==> config.mk <==
export PLATFORM = sky130hd
export DESIGN_NAME = fetch_pc
export DESIGN_NICKNAME = d
export VERILOG_FILES = /design/src/rtl/fetch_pkg.sv /design/src/rtl/pc_hist_buf.sv /design/src/rtl/fetch_pc.sv
export SDC_FILE = /design/constraint.sdc
export NUM_CORES = 1
export LEC_CHECK = 0
export CORE_MARGIN = 2
export CORE_UTILIZATION = 45
export CTS_BUF_LIST = sky130_fd_sc_hd__clkbuf_16
export DETAILED_ROUTE_END_ITERATION = 6
export PLACE_DENSITY_LB_ADDON = 0.05
export SETUP_SLACK_MARGIN = 0.5
export SYNTH_ARGS = -nofsm -noshare
export SYNTH_HDL_FRONTEND = slang
export SYNTH_HIERARCHICAL = 1
export SYNTH_SLANG_ARGS = --single-unit
==> constraint.sdc <==
create_clock -name clk -period 2.2 [get_ports clk]
set_input_delay 0.66 -clock clk [delete_from_list [all_inputs] [get_ports clk]]
set_output_delay 0.66 -clock clk [all_outputs]
set_load 0.02 [all_outputs]
==> src/rtl/fetch_pkg.sv <==
// rtl/fetch_pkg.sv - shared fetch state type and default constants
package fetch_pkg;

  typedef enum logic [1:0] {
    IDLE = 2'd0,
    RUN  = 2'd1,
    HALT = 2'd2
  } fetch_state_t;

  localparam int DEFAULT_STEP      = 4;
  localparam int DEFAULT_RESET_VEC = 0;

endpackage

==> src/rtl/pc_hist_buf.sv <==
// rtl/pc_hist_buf.sv - shift register of accepted fetch addresses with indexed read
module pc_hist_buf #(
  parameter int ADDR_W     = 32,
  parameter int HIST_DEPTH = 4,
  localparam int SEL_W     = (HIST_DEPTH > 1) ? $clog2(HIST_DEPTH) : 1
) (
  input  logic              clk,
  input  logic              rst_n,
  input  logic              push,
  input  logic [ADDR_W-1:0] push_pc,
  input  logic [SEL_W-1:0]  sel,
  output logic [ADDR_W-1:0] newest,
  output logic [ADDR_W-1:0] rd_pc
);

  logic [ADDR_W-1:0] hist [HIST_DEPTH];

  always_ff @(posedge clk or negedge rst_n) begin
    if (!rst_n) begin
      for (int i = 0; i < HIST_DEPTH; i++) hist[i] <= '0;
    end else if (push) begin
      hist[0] <= push_pc;
      for (int i = 1; i < HIST_DEPTH; i++) hist[i] <= hist[i-1];
    end
  end

  assign newest = hist[0];

  // Selects beyond the last entry match nothing and read as zero.
  always_comb begin
    rd_pc = '0;
    for (int i = 0; i < HIST_DEPTH; i++) begin
      if (sel == SEL_W'(i)) rd_pc = hist[i];
    end
  end

endmodule

==> src/rtl/fetch_pc.sv <==
// rtl/fetch_pc.sv - fetch program counter with IDLE/RUN/HALT control and address history
// Optional redirect alignment check: define FETCH_PC_ALIGN_CHECK_EN.
module fetch_pc
  import fetch_pkg::*;
#(
  parameter int                ADDR_W     = 32,
  parameter logic [ADDR_W-1:0] RESET_VEC  = ADDR_W'(DEFAULT_RESET_VEC),
  parameter int                STEP       = DEFAULT_STEP,
  parameter int                HIST_DEPTH = 4,
  localparam int               SEL_W      = (HIST_DEPTH > 1) ? $clog2(HIST_DEPTH) : 1
) (
  input  logic              clk,
  input  logic              rst_n,
  output logic [ADDR_W-1:0] i_addr_o,
  output logic              i_fetch_en_o,
  input  logic              i_ack_i,
  input  logic [ADDR_W-1:0] new_pc_i,
  input  logic              change_pc_i,
  input  logic              stall_i,
  input  logic              halt_i,
  input  logic              resume_i,
  input  logic [SEL_W-1:0]  hist_sel_i,
  output logic [ADDR_W-1:0] hist_pc_o,
  output logic              misalign_o
);

  fetch_state_t      state, state_nxt;
  logic [ADDR_W-1:0] pc, pc_nxt, hist_head;
  logic              active, accept, bad_target;

  assign active = (state != IDLE);
  assign accept = (state == RUN) && i_ack_i && !stall_i && !change_pc_i;

`ifdef FETCH_PC_ALIGN_CHECK_EN
  localparam logic [ADDR_W-1:0] ALIGN_MASK = ADDR_W'(STEP - 1);
  logic misalign_q;

  assign bad_target = active && change_pc_i && (|(new_pc_i & ALIGN_MASK));

  always_ff @(posedge clk or negedge rst_n) begin
    if (!rst_n) misalign_q <= 1'b0;
    else        misalign_q <= bad_target;
  end

  assign misalign_o = misalign_q;
`else
  assign bad_target = 1'b0;
  assign misalign_o = 1'b0;
`endif

  always_ff @(posedge clk or negedge rst_n) begin
    if (!rst_n) begin
      state <= IDLE;
      pc    <= RESET_VEC;
    end else begin
      state <= state_nxt;
      pc    <= pc_nxt;
    end
  end

  always_comb begin
    state_nxt = state;
    pc_nxt    = pc;
    case (state)
      IDLE:    state_nxt = halt_i ? HALT : RUN;
      RUN:     if (halt_i) state_nxt = HALT;
      HALT:    if (resume_i && !halt_i) state_nxt = RUN;
      default: state_nxt = IDLE;
    endcase
    if (bad_target) state_nxt = HALT;

    // Redirect beats stall beats ack; an ack during a halt request is still taken.
    if (active && change_pc_i) begin
      if (!bad_target) pc_nxt = new_pc_i;
    end else if (accept) begin
      pc_nxt = pc + ADDR_W'(STEP);
    end
  end

  pc_hist_buf #(
    .ADDR_W    (ADDR_W),
    .HIST_DEPTH(HIST_DEPTH)
  ) u_hist (
    .clk    (clk),
    .rst_n  (rst_n),
    .push   (accept),
    .push_pc(pc),
    .sel    (hist_sel_i),
    .newest (hist_head),
    .rd_pc  (hist_pc_o)
  );

  assign i_fetch_en_o = (state == RUN);
  assign i_addr_o     = stall_i ? hist_head : pc;

endmodule

==> results of run 1 <==
-- Yosys cell counts, types with 2 or more instances --
master / count
dfrtp_1: 162
mux2_2: 159
buf_4: 44
nand2_1: 43
mux4_2: 30
nor2_1: 19
nand3_1: 18
o21ai_1: 15
nand4_1: 13
xnor2_1: 12
buf_2: 8
a21oi_1: 7
nor3_1: 7
o21ai_0: 6
a22oi_1: 5
clkbuf_1: 5
and4_1: 4
buf_1: 4
o211ai_1: 4
o311ai_1: 4
xor2_1: 4
a31oi_1: 3
and3_1: 3
buf_12: 3
inv_1: 3
a22o_1: 2
and2_1: 2
buf_6: 2
mux4_1: 2
nor2b_1: 2
nor4_2: 2
o22ai_1: 2
-- layout by cell type (no fill, tap or decap), types with 5 or more instances in the layout --
cell type	count
a21oi_1	5
buf_12	31
buf_16	27
buf_4	45
buf_6	101
buf_8	9
clkbuf_16	17
clkdlybuf4s50_1	34
clkinvlp_4	7
dfrtp_1	153
dfrtp_2	9
mux2_4	159
mux4_2	32
nand2_1	38
nand3_1	12
nand4_1	13
nor2_1	8
nor2_4	8
nor3_4	5
o21ai_1	16
xnor2_1	10
-- power groups by stage --
stage	Clock (mW)	Combinational, mW	Sequential, mW
final	2.73	3.56	4.10
after global routing	2.93	3.75	4.17
after CTS	2.77	3.36	4.05
after detailed placement	0	2.69	4.05
after global placement	0	2.65	4.02
after floorplan	0	1.82	3.94
-- critical path, stage by stage --
cell	delay, ns
buf_12	0.13
buf_12	0.16
mux4_2	0.53
buf_6	0.15
-- worst min path at each step --
stage                                        endpoint  slack [ns]
after floorplan                     pc[0]$_DFFE_PN0P_        0.36
after global placement    u_hist/hist[10]$_DFFE_PN0P_        0.48
after detailed placement  u_hist/hist[23]$_DFFE_PN0P_        0.49
after CTS                  u_hist/hist[8]$_DFFE_PN0P_        0.16
after global routing       u_hist/hist[8]$_DFFE_PN0P_        0.19
final                      u_hist/hist[8]$_DFFE_PN0P_        0.17
-- final cells by class --
type,count,area share [%]
Timing Repair Buffer,250,25.8
Clock buffer,17,3.29
Antenna cell,1,0.0193
Sequential cell,162,31.4
Inverter,4,0.174
Clock inverter,15,0.851
Multi-Input combinational cell,387,36.3
Tap cell,229,2.21
-- flip-flops by register name, summed over array words and instances (netlist names) --
signal,count
u_hist/hist,96
pc,32
u_hist/newest,32
state,2
-- per-stage QoR --
step / cell area (sq um) / std cells / setup slack [ns] / TNS (ns)
after floorplan: 8350 / 620 / 0.00383 / 0
after detailed placement: 9730 / 949 / -0.582 / -66.98
after global placement: 9730 / 949 / -0.545 / -60.00
after global routing: 12900 / 1064 / -0.117 / -3.20
after CTS: 12400 / 1051 / -0.103 / -2.60
final: 12900 / 1065 / -0.100 / -2.52
-- routing by layer --
layer / up-vias / global-route usage [%]
met1: 3140 / 35.1
met5: - / 0
met2: 138 / 40.5
li1: 2674 / -
met3: 21 / 5.30
met4: 0 / 5.32
-- what timing repair did --
action	CTS	global route
hold endpoints to repair	0	0
gates cloned	26	0
setup buffers	44	13
gates resized for setup	633	99
pin swaps	15	21
endpoints found under the setup margin	223	223
-- logic make-up after synthesis --
kind of cell,share of synthesized area (%)
muxes,30.7
DFF,49.3
and+or+nand+nor,7.79
buffers and inverters,6.16
AOI/OAI and AO/OA,4.15
xor gates and xnor gates,1.70
adders and majority gates,0.152
other,0.0456
==> metrics.md, run 1 <==
| Metric | Value |
|---|---|
| Part of the power in registers | `39.5%` |
| Synth Area per Inst | `13.3 sq um` |
| Worst Hold Class | `in -> async` |
| Core ar. | `18000 sq um` |
| Setup crit start | `hist_sel_i[0]` |
| Yosys warns | `6` |
| Largest net degree at the start of global routing | `55` |
| Synth-to-layout area growth | `57.3%` |
| WL met3 | `1000 um` |
| Status | `complete, but fails checks` |
| Upper clock frequency limit | `0.435 GHz` |
| Drt via density | `5.61` |
| CTS tree | `yes` |
| CTS buffer count | `17` |
| Failing checks | `negative setup slack` |
| Reg2Reg Depth | `8` |
| Post-Synthesis Cells | `620` |
| Die Y | `139 um` |
| Clock Tree Root | `clkbuf_16` |
| Post-synthesis sequential area ratio | `49.3%` |
| Fill cells | `1169` |
| Maximum VDD drop | `0.548 mV` |
| Grt ovf | `0` |
| Starting Density | `45.8%` |
| P_int | `7.11 mW` |
| Worst-path clk slew | `0.06 ns` |
| Min setup slack post-route | `-0.100 ns` |
| Worst r2r dst | `pc[24]$_DFFE_PN0P_` |
| I/O Buffers | `105` |
| Top routing layer used | `met4` |
| #FFs+latches synth | `162` |
| Final period util | `105%` |
| DRC Markers | `0` |
| Total net switching power | `3.28 mW` |
| Slew Limit Fails | `0` |
| Clock share of power | `26.3%` |
| Post-synth EDFFs | `0` |
| RSZ-0062 raised after global routing | `true` |
| GRT Resource Usage Total | `25.0%` |
| Hold WS | `0.166 ns` |
| Setup Skew | `0.00709 ns` |
| Vias | `5973` |
| CP Capture Point | `hist_pc_o[10]` |
| Worst path arrival time | `1.64 ns` |
| Initial DRC Count | `340` |
| Comb power frac | `34.2%` |
| Largest cells by area after synthesis | `dfrtp_1 49%, mux2_2 22%, mux4_2 8.2%` |
| Net Sw Frac | `31.6%` |
| Post-layout min period | `2.30 ns` |
| FP Rows | `49` |
| Routed wl met2 | `11900 um` |
| Vias in the first global route | `6316` |
| Final core utilization | `72.0%` |
| Pwr Density | `803 nW/um^2` |
| Nets | `864` |
| Total power | `10.4 mW` |
| Syn nets | `662` |
| Hold-fix buffers, CTS | `0` |
| I/O Pins | `107` |
| Die area | `19400 sq um` |
| CTS HTree Levels | `4` |
| Worst skew pair latency | `0.42 ns` |
| Worst reg2reg setup slack | `0.22 ns` |
| CTS max path bufs | `2` |
| Routed WL | `24100 um` |
| Leading area contributor after synthesis | `dfrtp_1` |
| # setup viols final | `32` |
| Die Wd | `139 um` |
| Yosys cell types | `53` |
| Mapped Area | `8230 sq um` |
| First-pass GRT wire length | `37500 um` |
| Worst Setup Start Kind | `primary input` |
| Final Hold Vio Count | `0` |
| DR pass1 iterations | `4` |
| Setup CP Type | `in -> out` |
| Crit end category | `output port` |
| Register Area | `4070 sq um` |
| Antenna Violating Nets Remaining | `0` |
| Layout cells sized above 1 | `60.4%` |
| Initial antenna violation count | `1` |
| Max-Cap Viols | `0` |
| Multi-input gate area in the final layout | `4690 sq um` |
| Routed len/inst | `22.6 um` |
| Final HPWL DP | `13200 um` |
| LEAKAGE | `5.81 nW` |
| Critical Path Fanout Max | `8` |
| WP data required | `1.54 ns` |
| Top FF cell, synth | `dfrtp_1` |
| Final Wtd Congestion | `0.829` |
| CTS sink count | `162` |
| R2r startpoint | `state[1]$_DFFE_PN0P_` |
| Share of the synthesized area in the top cell type | `49.3%` |
| Async S/R FF share, synth | `100%` |
| WL met1 | `10900 um` |
Power figures use the tool's default switching activity.
==> run 2, diff against run 1 <==
- CAP_MARGIN: default -> 5
==> results of run 2 <==
Final layout, timing and power as in run 1 (identical DEF).
==> run 3, diff against run 2 <==
- GPL_TIMING_DRIVEN: default -> 0
==> run 3 against run 2 <==
Effect of this change:
- the run still ends with negative setup slack left
- critical endpoint is now hist_pc_o[20]
- largest cell class unchanged
- final cell count is 4.5% higher
- via count increased by 9.8%
- clock skew rose by 0.0012 ns
- highest routed layer unchanged
- non-clock buffer count grew 47
- total power increased by 8.8%
==> metrics.md, run 3 (synthesis gave the netlist of run 1 again) <==
| Metric | Value |
|---|---|
| Slew Limit Fails | `0 (unchanged)` |
| First-pass GRT wire length | `39900 um (+6.5%)` |
| Die area | `19400 sq um (unchanged)` |
| Min setup slack post-route | `-0.109 ns (-0.00889 ns)` |
| Max-Cap Viols | `0 (unchanged)` |
| Worst skew pair latency | `0.44 ns (+0.02 ns)` |
| Comb power frac | `35.1% (+0.9 points)` |
| Upper clock frequency limit | `0.433 GHz (-0.39%)` |
| Final Hold Vio Count | `0 (unchanged)` |
| Post-layout min period | `2.31 ns (+0.00889 ns)` |
| Status | `complete, but fails checks` |
| Final HPWL DP | `14100 um (+6.1%)` |
| Fill cells | `1045 (-11%)` |
| Final period util | `105% (+0.40 points)` |
| CTS sink count | `162 (unchanged)` |
| Clock share of power | `27.6% (+1.3 points)` |
| Hold-fix buffers, CTS | `0 (unchanged)` |
| Critical Path Fanout Max | `8 (unchanged)` |
| Worst path arrival time | `1.65 ns (about the same)` |
| Nets | `912 (+5.6%)` |
| CTS HTree Levels | `4 (unchanged)` |
| Worst-Margin Slew | `0.593 ns` |
| Worst Hold Class | `in -> async` |
| Worst path max stage delay | `0.51 ns (-0.02 ns)` |
| Vias in the first global route | `6748 (+6.8%)` |
| Total net switching power | `3.51 mW (+7.0%)` |
| Drt via density | `5.89 (+5.1%)` |
| Worst path slowest cell | `mux4_2` |
| Failing checks | `negative setup slack` |
| I/O Pins | `107 (unchanged)` |
| Clock Tree Root | `clkbuf_16` |
| Worst Setup Start Kind | `primary input` |
| Layout cells sized above 1 | `64.3% (+4.0 points)` |
| Slew headroom | `60.4%` |
| P_int | `7.80 mW (+9.7%)` |
| Commonest non-fill, non-tap cell in the layout | `mux2_4` |
| Routed WL | `28100 um (+16%)` |
| CTS buffer count | `17 (unchanged)` |
| Most frequent cells in the layout | `159 x mux2_4, 146 x dfrtp_1, 118 x buf_6` |
| Register with the most flip-flops | `u_hist/hist` |
| Die Wd | `139 um (unchanged)` |
| Initial antenna violation count | `1 (unchanged)` |
| Synth-to-layout area growth | `63.7%` |
| WP data required | `1.54 ns (about the same)` |
| Largest net degree at the start of global routing | `91 (+65%)` |
| GRT Resource Usage Total | `26.9% (+2.0 points)` |
| Setup CP Type | `in -> out` |
| Vias | `6558 (+9.8%)` |
| Part of the power in registers | `37.3% (-2.2 points)` |
| Pwr Density | `839 nW/um^2 (+4.6%)` |
| I/O Buffers | `103 (-1.9%)` |
| CTS tree | `yes` |
| RSZ-0062 raised after global routing | `true` |
| Number of flip-flops in the largest register | `96 (unchanged)` |
| Maximum VDD drop | `0.623 mV (+14%)` |
| Net Sw Frac | `31.0% (-0.54 points)` |
| Total power | `11.3 mW (+8.8%)` |
| Routed len/inst | `25.2 um (+11%)` |
| Initial DRC Count | `594 (+75%)` |
| DR pass1 iterations | `5 (+1)` |
| Die Y | `139 um (unchanged)` |
| # setup viols final | `32 (unchanged)` |
| FP Rows | `49 (unchanged)` |
| Setup Skew | `0.00831 ns (+0.00122 ns)` |
| Starting Density | `45.8% (unchanged)` |
| LEAKAGE | `6.14 nW (+5.7%)` |
| Antenna Violating Nets Remaining | `0 (unchanged)` |
| Core ar. | `18000 sq um (unchanged)` |
| Sum Neg Setup Slack | `-2.76 ns (-0.241 ns)` |
| DRC Markers | `0 (unchanged)` |
| Worst-path clk slew | `0.07 ns (about the same)` |
| Cell Chain, Critical Path | `buf_16, clkbuf_16, mux4_2, buf_6` |
| CTS max path bufs | `2 (unchanged)` |
| Crit end category | `output port` |
| Grt ovf | `0 (unchanged)` |
| Final Wtd Congestion | `0.806 (-2.8%)` |
-- run 3: cell count changes in the layout (fill, tap and decap cells not counted), sizes merged --
cell         delta
buf            +40
bufinv          +3
clkbuf          +8
clkinv          +2
clkinvlp        -5
dlygate4sd2     -1
o22ai           +1
-- run 3: final cells by class --
| type | instances | area [sq um] | area share [%] |
|---|---|---|---|
| Tap cell | 229 | 287 | 2.13 |
| Clock buffer | 17 | 425 | 3.16 |
| Timing Repair Buffer | 230 | 2870 | 21.3 |
| Buffer | 67 | 882 | 6.55 |
| Inverter | 4 | 22.5 | 0.167 |
| Clock inverter | 15 | 185 | 1.37 |
| Multi-Input combinational cell | 388 | 4720 | 35.1 |
| Antenna cell | 1 | 2.50 | 0.0186 |
| Sequential cell | 162 | 4070 | 30.2 |
-- run 3: per-layer routing --
layer | GRT usage, % | vias to the layer above | wire length, um
met2 | 44.1 | 271 | 14100
met4 | 8.61 | 0 | 708
met1 | 36.2 | 3445 | 11500
met5 | 0 | - | 0
met3 | 5.68 | 65 | 1710
li1 | - | 2777 | -
-- run 3: through the flow --
step           cell area [sq um]  hold slack [ns]  std cells  worst slack (ns)  util, %
2_1_floorplan               8350            0.364        620           0.00383        -
3_3_place_gp                9670            0.483        952             -6.10     53.8
3_5_place_dp                9700            0.491        953             -1.08     54.0
4_1_cts                    12300            0.201       1074            -0.105     68.7
5_1_grt                    13500            0.206       1112            -0.128     75.0
6_report                   13500            0.175       1113            -0.109     75.0
-- run 3: worst max-delay path: cells and delay by family --
| kind | cells | cell delay, ns |
|---|---|---|
| muxes | 1 | 0.51 |
| buffers and inverters | 3 | 0.47 |
-- run 3: worst paths after layout --
path                                             startpoint                             to  slack [ns]  depth (start not counted)
worst max-delay path                          hist_sel_i[0]                  hist_pc_o[20]       -0.11                          4
worst min-delay path                                  rst_n    u_hist/hist[72]$_DFFE_PN0P_        0.17                          1
worst max register to register         state[1]$_DFFE_PN0P_             pc[31]$_DFFE_PN0P_        0.18                         11
worst min register to register  u_hist/hist[25]$_DFFE_PN0P_    u_hist/hist[25]$_DFFE_PN0P_        0.51                          1
max in group asynchronous                             rst_n  u_hist/newest[23]$_DFFE_PN0P_        1.17                          2
min in group clk                u_hist/hist[25]$_DFFE_PN0P_    u_hist/hist[25]$_DFFE_PN0P_        0.51                          1
-- run 3: repair_timing --
action / in CTS / in global routing
resized for setup: 619 / 198
setup endpoints to repair: 225 / 225
cloned: 18 / 7
pin swaps: 28 / 39
setup buffers: 71 / 31
-- run 3: power groups by stage --
stage          clock network (mW)  registers (mW)  logic (mW)
2_1_floorplan                   0            3.94        1.82
3_3_place_gp                    0            4.09        2.65
3_5_place_dp                    0            4.15        2.70
4_1_cts                      3.15            4.13        3.29
5_1_grt                      3.32            4.29        4.17
6_report                     3.12            4.22        3.97
